### config.mk
export PLATFORM = sky130hd
export DESIGN_NAME = temp_scancode_encoder
export DESIGN_NICKNAME = d
export VERILOG_FILES = /design/src/rtl/temp_codes_pkg.sv /design/src/rtl/digit_scancode_lut.sv /design/src/rtl/temp_scancode_encoder.sv
export SDC_FILE = /design/constraint.sdc
export NUM_CORES = 1
export LEC_CHECK = 0
export CAP_MARGIN = 10
export CELL_PAD_IN_SITES_DETAIL_PLACEMENT = 1
export CELL_PAD_IN_SITES_GLOBAL_PLACEMENT = 2
export CORE_AREA = 2 2 86 88
export CTS_BUF_LIST = sky130_fd_sc_hd__clkbuf_16
export DETAILED_ROUTE_END_ITERATION = 6
export DIE_AREA = 0 0 88 90
export PLACE_DENSITY_LB_ADDON = 0.2
export REMOVE_ABC_BUFFERS = 1
export SLEW_MARGIN = 20
export SYNTH_ARGS = -nofsm -noshare
export SYNTH_HDL_FRONTEND = slang
export SYNTH_SLANG_ARGS = --single-unit
### constraint.sdc
create_clock -name CLK -period 2.9 [get_ports CLK]
set_input_delay 0.58 -clock CLK [delete_from_list [all_inputs] [get_ports CLK]]
set_output_delay 0.58 -clock CLK [all_outputs]
set_load 0.01 [all_outputs]
### src/rtl/temp_codes_pkg.sv
// Shared PS/2 Set-2 digit scancodes, limits and state encoding for the
// temperature scancode encoder and decoder.
package temp_codes_pkg;

  // Digit make codes
  localparam logic [7:0] SC_0 = 8'h45;
  localparam logic [7:0] SC_1 = 8'h16;
  localparam logic [7:0] SC_2 = 8'h1E;
  localparam logic [7:0] SC_3 = 8'h26;
  localparam logic [7:0] SC_4 = 8'h25;
  localparam logic [7:0] SC_5 = 8'h2E;
  localparam logic [7:0] SC_6 = 8'h36;
  localparam logic [7:0] SC_7 = 8'h3D;
  localparam logic [7:0] SC_8 = 8'h3E;
  localparam logic [7:0] SC_9 = 8'h46;

  localparam logic [7:0] SC_BREAK = 8'hF0;
  localparam logic [7:0] TEMP_MAX = 8'd99;

  // State encoding
  localparam int unsigned StateWidth = 2;
  localparam logic [StateWidth-1:0] StIdleEnc = 2'd0;
  localparam logic [StateWidth-1:0] StConvEnc = 2'd1;
  localparam logic [StateWidth-1:0] StEmitEnc = 2'd2;
  localparam logic [StateWidth-1:0] StFinEnc  = 2'd3;

  typedef enum logic [StateWidth-1:0] {
    StIdle = StIdleEnc,
    StConv = StConvEnc,
    StEmit = StEmitEnc,
    StFin  = StFinEnc
  } state_e;

endpackage

### src/rtl/digit_scancode_lut.sv
// Combinational decimal digit to PS/2 Set-2 make code; non-digits map to 0.
module digit_scancode_lut
  import temp_codes_pkg::*;
(
  input  logic [3:0] i_digit,
  output logic [7:0] o_code
);

  // Digit lookup
  always_comb begin
    o_code = 8'h00;
    case (i_digit)
      4'd0:    o_code = SC_0;
      4'd1:    o_code = SC_1;
      4'd2:    o_code = SC_2;
      4'd3:    o_code = SC_3;
      4'd4:    o_code = SC_4;
      4'd5:    o_code = SC_5;
      4'd6:    o_code = SC_6;
      4'd7:    o_code = SC_7;
      4'd8:    o_code = SC_8;
      4'd9:    o_code = SC_9;
      default: o_code = 8'h00;
    endcase
  end

endmodule

### src/rtl/temp_scancode_encoder.sv
// Temperature (0..99) to PS/2 digit scancode byte stream, tens digit first,
// emitted over a valid/ready handshake. All outputs are registered.
module temp_scancode_encoder
  import temp_codes_pkg::*;
#(
  parameter bit SEND_BREAK            = 1'b1,
  parameter bit SUPPRESS_LEADING_ZERO = 1'b0
) (
  input  logic       CLK,
  input  logic       reset,
  input  logic       Bandera,
  input  logic [7:0] TEMP,
  input  logic       code_ready,
  output logic [7:0] code_out,
  output logic       code_valid,
  output logic       busy,
  output logic       done,
  output logic       err
);

  // Slot layout: with break [T, F0, T, U, F0, U], without [T, U]
  localparam logic [2:0] FullLen = SEND_BREAK ? 3'd6 : 3'd2;

  state_e     r_state, w_state_d;
  logic [7:0] r_rem, w_rem_d;
  logic [3:0] r_tens, w_tens_d;
  logic [2:0] r_idx, w_idx_d;
  logic [2:0] r_len, w_len_d;
  logic [7:0] r_code_out, w_code_out_d;
  logic       r_code_valid, w_code_valid_d;
  logic       r_busy, w_busy_d;
  logic       r_done, w_done_d;
  logic       r_err, w_err_d;

  logic [7:0] w_tens_code;
  logic [7:0] w_units_code;
  logic [2:0] w_ofs;
  logic [2:0] w_idx_nxt;
  logic [2:0] w_slot_cur;
  logic [2:0] w_slot_nxt;

  digit_scancode_lut u_tens_lut (
    .i_digit (r_tens),
    .o_code  (w_tens_code)
  );

  // Once CONV ends, rem holds the units digit
  digit_scancode_lut u_units_lut (
    .i_digit (r_rem[3:0]),
    .o_code  (w_units_code)
  );

  function automatic logic [7:0] slot_byte(input logic [2:0] slot, input logic [7:0] t,
                                           input logic [7:0] u);
    logic [7:0] b;
    b = 8'h00;
    if (SEND_BREAK) begin
      case (slot)
        3'd0, 3'd2: b = t;
        3'd1, 3'd4: b = SC_BREAK;
        3'd3, 3'd5: b = u;
        default:    b = 8'h00;
      endcase
    end else begin
      case (slot)
        3'd0:    b = t;
        3'd1:    b = u;
        default: b = 8'h00;
      endcase
    end
    return b;
  endfunction

  // Slot offset skips the tens bytes when a leading zero is suppressed
  always_comb begin
    w_ofs = 3'd0;
    if (SUPPRESS_LEADING_ZERO && (r_tens == 4'd0)) begin
      w_ofs = SEND_BREAK ? 3'd3 : 3'd1;
    end
    w_idx_nxt  = r_idx + 3'd1;
    w_slot_cur = r_idx + w_ofs;
    w_slot_nxt = w_idx_nxt + w_ofs;
  end

  // Next-state and registered-output logic
  always_comb begin
    w_state_d      = r_state;
    w_rem_d        = r_rem;
    w_tens_d       = r_tens;
    w_idx_d        = r_idx;
    w_len_d        = r_len;
    w_code_out_d   = r_code_out;
    w_code_valid_d = r_code_valid;
    w_busy_d       = r_busy;
    w_done_d       = 1'b0;
    w_err_d        = 1'b0;
    unique case (r_state)
      StIdle: begin
        if (Bandera) begin
          w_rem_d   = TEMP;
          w_tens_d  = 4'd0;
          w_busy_d  = 1'b1;
          w_state_d = (TEMP > TEMP_MAX) ? StFin : StConv;
        end
      end
      StConv: begin
        if (r_rem >= 8'd10) begin
          w_rem_d  = r_rem - 8'd10;
          w_tens_d = r_tens + 4'd1;
        end else begin
          w_idx_d   = 3'd0;
          w_len_d   = FullLen - w_ofs;
          w_state_d = StEmit;
        end
      end
      StEmit: begin
        if (!r_code_valid) begin
          w_code_out_d   = slot_byte(w_slot_cur, w_tens_code, w_units_code);
          w_code_valid_d = 1'b1;
        end else if (code_ready) begin
          if (w_idx_nxt == r_len) begin
            w_code_valid_d = 1'b0;
            w_code_out_d   = 8'h00;
            w_state_d      = StFin;
          end else begin
            w_idx_d      = w_idx_nxt;
            w_code_out_d = slot_byte(w_slot_nxt, w_tens_code, w_units_code);
          end
        end
      end
      StFin: begin
        w_done_d  = 1'b1;
        // rem still holds the captured value only on the out-of-range path
        w_err_d   = (r_rem > TEMP_MAX);
        w_busy_d  = 1'b0;
        w_state_d = StIdle;
      end
      default: w_state_d = StIdle;
    endcase
  end

  // State and output registers
  always_ff @(posedge CLK or negedge reset) begin
    if (!reset) begin
      r_state      <= StIdle;
      r_rem        <= 8'h00;
      r_tens       <= 4'd0;
      r_idx        <= 3'd0;
      r_len        <= 3'd0;
      r_code_out   <= 8'h00;
      r_code_valid <= 1'b0;
      r_busy       <= 1'b0;
      r_done       <= 1'b0;
      r_err        <= 1'b0;
    end else begin
      r_state      <= w_state_d;
      r_rem        <= w_rem_d;
      r_tens       <= w_tens_d;
      r_idx        <= w_idx_d;
      r_len        <= w_len_d;
      r_code_out   <= w_code_out_d;
      r_code_valid <= w_code_valid_d;
      r_busy       <= w_busy_d;
      r_done       <= w_done_d;
      r_err        <= w_err_d;
    end
  end

  assign code_out   = r_code_out;
  assign code_valid = r_code_valid;
  assign busy       = r_busy;
  assign done       = r_done;
  assign err        = r_err;

endmodule

==> results of run 1 <==
[layout make-up]
cell class | instances | area (um2)
Clock buffer | 5 | 125
Timing Repair Buffer | 26 | 253
Clock inverter | 3 | 40.0
Sequential cell | 30 | 751
Fill cell | 823 | 4160
Tap cell | 99 | 124
Inverter | 17 | 63.8
Multi-Input combinational cell | 207 | 1510
[per-layer routing]
metal | GRT usage | part of all wire | up-vias | wire length, um
li1 | - | - | 1018 | -
met1 | 0.238 | 0.48 | 972 | 3050
met2 | 0.290 | 0.49 | 30 | 3110
met3 | 0.0239 | 0.022 | 8 | 141
met4 | 0.0590 | 0.016 | 0 | 102
met5 | 0 | 0 | - | 0
[cells in the mapped netlist (all sizes together), types with 5 or more instances]
cell,number
inv,17
ha,24
clkbuf,8
dfrtp,30
nand2,17
a22oi,12
a21oi,16
mux2i,13
nor2,17
o21ai,31
nand3,6
a22o,5
[how the worst max path moves through the flow]
stage                            from                 endpoint  slack (ns)  cells past startpoint
3_3_place_gp                  Bandera     r_rem[3]$_DFFE_PN0P_        0.65                      6
3_5_place_dp     r_idx[0]$_DFFE_PN0P_  code_out[5]$_DFFE_PN0P_        0.57                      7
2_1_floorplan  r_state[1]$_DFFE_PN0P_    r_tens[3]$_DFFE_PN0P_        0.76                      7
5_1_grt          r_idx[0]$_DFFE_PN0P_  code_out[5]$_DFFE_PN0P_        0.33                      7
4_1_cts          r_idx[0]$_DFFE_PN0P_  code_out[5]$_DFFE_PN0P_        0.54                      7
6_report         r_idx[0]$_DFFE_PN0P_  code_out[5]$_DFFE_PN0P_        0.55                      7
[power groups by stage]
stage          logic [mW]  clock network, mW  registers [mW]
2_1_floorplan        1.37                  0           0.872
3_3_place_gp         1.98                  0           0.905
3_5_place_dp         2.00                  0           0.915
4_1_cts              2.01              0.614           0.910
5_1_grt              2.26              0.632           0.949
6_report             1.99              0.600           0.904
[registers in the layout, indices dropped and copies added (netlist names)]
name / flops
r_state: 2
r_idx: 3
code_valid: 1
err: 1
busy: 1
code_out: 8
done: 1
r_tens: 4
r_rem: 8
r_len: 1
[critical path, delay by kind of cell (launching register included)]
family | cells | cell delay (ns)
multiplexers | 1 | 0.45
buffers and inverters | 1 | 0.13
AND/OR/NAND/NOR | 2 | 0.52
AO/OA/AOI/OAI | 2 | 0.35
adder cells (fa/ha/maj) | 1 | 0.34
flip-flops | 1 | 0.50
[stage by stage]
step | area, um2 | hold slack (ns)
CTS | 2860 | 0.482
finish | 2860 | 0.478
global placement | 2700 | 0.461
detailed placement | 2700 | 0.472
floorplan | 2320 | 0.284
global route | 2860 | 0.508
[kinds of logic (layout without fill, tap and decap cells)]
group	Yosys count	count (layout)
DFF	30	30
adders and majority gates	24	24
xor gates and xnor gates	3	3
buffers and inverters	28	51
and+or+nand+nor	64	64
AOI/OAI and AO/OA	99	99
muxes	17	17
==> metrics.csv, run 1 <==
metric;value;unit
status;completed;
clkTransAtPathRegs;0.06;ns
layout_setup_ws;0.546;ns
ys.flop_type;dfrtp_1;
numCtsBuffers;5;
die_h;90;um
finalMaxSlewViolations;0;
ant_nets;0;
async_flop_share;1.00;
yosys_register_bits;30;
r2r_slack;0.55;ns
timing.rr.start;r_idx[0]$_DFFE_PN0P_;
max_freq;425;MHz
n_antenna_cell;0;
syn_area;0.00237;mm2
p_leak;1.22;nW
clock-sinks;30;
cp-start-kind;flop;
grt_usage;0.177;
post_cts_buffers;0;
first_pass_iters;4;
hold-path-endpoint;code_out[7]$_DFFE_PN0P_;
final_cells;387;
port_buffers;23;
post-route-period-util;0.812;
fin_util;0.408;
route.detailed.drc;0;
crit_type;flop to flop;
layout_min_cycle_time;2.35;ns
yosysTopAreaCell;dfrtp_1;
syn_inst;265;
synth_adder_area_share;0.127;
dpl.hpwl;4.75;mm
synth-simple-area-share;0.139;
critPathSlowestCell;dfrtp_1;
synth_cell_type_count;51;
hold_viol_final;0;
dp.cells;379;
h-tree-depth;2;
rsz0062_at_grt;no;
io_pins;24;
grt_pass1_wl;11.1;mm
arrival;2.58;ns
pwr-share-clk;0.172;
cts_tree;built;
gp_congestion;0.834;
p_switching;1.61;mW
mostFrequentLayoutCells;o21ai_0, dfrtp_1, ha_1, clkdlybuf4s50_1;
coreArea;0.00702;mm2
synthXorXnorAreaFrac;0.0142;
worst_hold_startpoint;code_out[7]$_DFFE_PN0P_;
r2r_cells;7;
tns;0;ns
synth_edf_count;0;
preCtsSetupSlack;0.569;ns
synth_top_family_by_area;compound AO/OA/AOI/OAI gates;
skew;0.00740;ns
finalWirelength;6.41;mm
critPathMaxFanout;10;
worstSetupEndpointType;flop;
vias;2028;
nets;323;
synth_top_area_frac;0.316;
path_cells;inv_1, ha_1, and3_1, mux2i_2, nand4_1, a21oi_1, a211o_1;
grt_max_degree;31;
start_util;0.338;
max-slew-margin-rel;0.595;
cp.required;3.12;ns
synth_compound_area_frac;0.279;
p_int;1.88;mW
reg2reg_to;code_out[5]$_DFFE_PN0P_;
synth.area.top_cells;dfrtp_1, ha_1, o21ai_0;
yosys_warnings;0;
min_path_cells;2;
hp-class;flop to flop;
area_growth;20.6;%
ys_seq_area_frac;0.316;
cts-resized-gates;0;
antenna_found_initial;0;
synthMuxAreaShare;0.0754;
die_x;88;um
row_count;31;
setup_viol;0;
layout-drive-gt1-share;0.0833;
pwr-share-seq;0.259;
ctsHoldBuffers;0;
root_buffer;clkbuf_16;
grt_remaining_overflow;0;
wl_per_cell;16.6;um
clk-insertion-delay-late;0.28;ns
syn_avg_cell_area;8.96;um2
power_density;1220;mW/mm2
drv_cap;0;
cpPeakStageDelay;0.50;ns
die_area;0.00792;mm2
total_power;3.49;mW
viasPerCell;5.24;
drt_iter0_drc;49;
p_comb_frac;0.569;
cts_max_path_buffers;2;
first_global_vias;2147;
irDropWorstVdd;385;uV
sw_frac_of_total;0.461;
tightest_slew;0.603;ns
Power figures use the tool's default switching activity.
==> run 2: changes to the inputs <==
- CORE_AREA: 2 2 86 88 -> 2 2 90 92
- DIE_AREA: 0 0 88 90 -> 0 0 92 94
- clock period: 2.9 -> 2 ns (I/O delays scaled with it)
==> metrics.csv, run 2 (synthesis results as in run 1) <==
metric;value;unit;change
status;completed;;
vias;2272;;+12%
viasPerCell;5.22;;-0.33%
max-slew-margin-rel;0.653;;+0.0583
root_buffer;clkbuf_16;;
clkTransAtPathRegs;0.06;ns;about the same
cts_max_path_buffers;2;;unchanged
dpl.hpwl;5.55;mm;+17%
grt_max_degree;31;;unchanged
row_count;32;;+3.2%
mostFrequentLayoutCells;buf_4, dfrtp_1, o21ai_0, clkdlybuf4s50_1, ha_1;;
h-tree-depth;2;;unchanged
hold_viol_final;0;;unchanged
n_fill_cell;899;;+9.2%
total_power;5.79;mW;+66%
coreArea;0.00761;mm2;+8.4%
critPathMaxFanout;5;;-5
grt_usage;0.169;;-0.00828
grt-busiest-layer;met2;;
finalMaxSlewViolations;0;;unchanged
post-route-period-util;0.967;;+0.156
skew;0.00531;ns;-0.00209 ns
route.detailed.drc;0;;unchanged
layout_min_cycle_time;1.93;ns;-0.419 ns
die_area;0.00865;mm2;+9.2%
clock-sinks;30;;unchanged
io_pins;24;;unchanged
p_leak;1.43;nW;+17%
fin_util;0.427;;+0.0192
hp-class;flop to flop;;
area_growth;36.8;%;
cp.required;2.14;ns;-0.98 ns
antenna_found_initial;0;;unchanged
multi_input_area;0.00157;mm2;+4.6%
start_util;0.312;;-0.0261
die_h;94;um;+4.4%
grt.met3_usage;0.0273;;+0.00341
crit_type;flop to flop;;
n_antenna_cell;0;;unchanged
nets;368;;+14%
layout-drive-gt1-share;0.237;;+0.154
cts_tree;built;;
finalWirelength;7.08;mm;+11%
tightest_slew;0.513;ns;-0.0900 ns
regArea;753;um2;+0.33%
setup_viol;0;;unchanged
cp-start-kind;flop;;
worstSetupEndpointType;flop;;
clk-insertion-delay-late;0.27;ns;about the same
layout_commonest_cell;buf_4;;
irDropWorstVdd;510;uV;+32%
die_x;92;um;+4.5%
grt_pass1_wl;11.8;mm;+6.3%
wl_per_cell;16.3;um;-1.7%
power_density;1780;mW/mm2;+46%
cpPeakStageDelay;0.44;ns;-0.06 ns
use_met1;0.207;;-0.0305
port_buffers;23;;unchanged
first_global_vias;2367;;+10%
dp.cells;425;;+12%
drt_iter0_drc;33;;-33%
grt_remaining_overflow;0;;unchanged
drv_cap;0;;unchanged
arrival;2.08;ns;-0.50 ns
first_pass_iters;4;;unchanged
numCtsBuffers;5;;unchanged
gp_congestion;0.765;;-8.4%
critPathSlowestCell;dfrtp_2;;
ant_nets;0;;unchanged
max_freq;517;MHz;+22%
gr-usage-met2;0.309;;+0.0197
path_cells;inv_1, ha_4, nor3b_4, mux2i_4, nand4_1, a21oi_1, or3_1;;
final_cells;435;;+12%
## run 2: worst max-delay path: cells and delay by family (launching register included)
family                   cells  cell delay, ns
multiplexers                 1            0.12
AO/OA/AOI/OAI                1            0.06
adder cells (fa/ha/maj)      1            0.23
AND/OR/NAND/NOR              3            0.83
flip-flops                   1            0.44
buffers and inverters        1            0.13
## run 2: repair_timing
action                                  in CTS  in global routing
hold buffers                                 0                  0
pin swaps                                    0                  3
endpoints found under the setup margin       5                 18
resized for setup                            4                 15
setup buffers                                0                  2
## run 2: final timing paths
path / cells past startpoint / endpoint / start / slack (ns)
setup / recovery: 7 / code_out[4]$_DFFE_PN0P_ / r_idx[0]$_DFFE_PN0P_ / 0.07
hold / removal: 1 / code_out[5]$_DFFE_PN0P_ / code_out[5]$_DFFE_PN0P_ / 0.49
setup reg to reg: 7 / code_out[4]$_DFFE_PN0P_ / r_idx[0]$_DFFE_PN0P_ / 0.07
hold reg to reg: 1 / code_out[5]$_DFFE_PN0P_ / code_out[5]$_DFFE_PN0P_ / 0.49
max in group asynchronous: 2 / r_idx[1]$_DFFE_PN0P_ / reset / 1.14
min in group asynchronous: 2 / err$_DFF_PN0_ / reset / 0.53
## run 2: per-layer routing
| layer | part of all wire | wire (um) |
|---|---|---|
| met3 | 0.026 | 186 |
| met4 | 0.0080 | 57 |
| met5 | 0 | 0 |
| met2 | 0.52 | 3650 |
| met1 | 0.45 | 3180 |
## run 2: cell type report
cell class,count,share of cell area
Multi-Input combinational cell,207,0.485
Tap cell,102,0.0393
Inverter,17,0.0197
Sequential cell,30,0.232
Clock inverter,3,0.00385
Timing Repair Buffer,71,0.182
Clock buffer,5,0.0385
## run 2: stage by stage
step	cell area, um2	setup WS (ns)	hold WS, ns	TNS [ns]
after floorplan	2320	-0.140	0.104	-0.210
after global placement	3020	0.0142	0.463	0
after detailed placement	3020	-0.0387	0.480	-0.0888
after CTS	3180	0.0217	0.498	0
after global routing	3250	-0.0196	0.520	-0.0347
final	3250	0.0655	0.493	0
## run 2: power breakdown
group | switching [mW] | internal [mW] | total, mW
sequential | 0.296 | 0.888 | 1.18
clock | 0.272 | 0.449 | 0.722
combinational | 2.00 | 1.88 | 3.89
total | 2.57 | 3.22 | 5.79
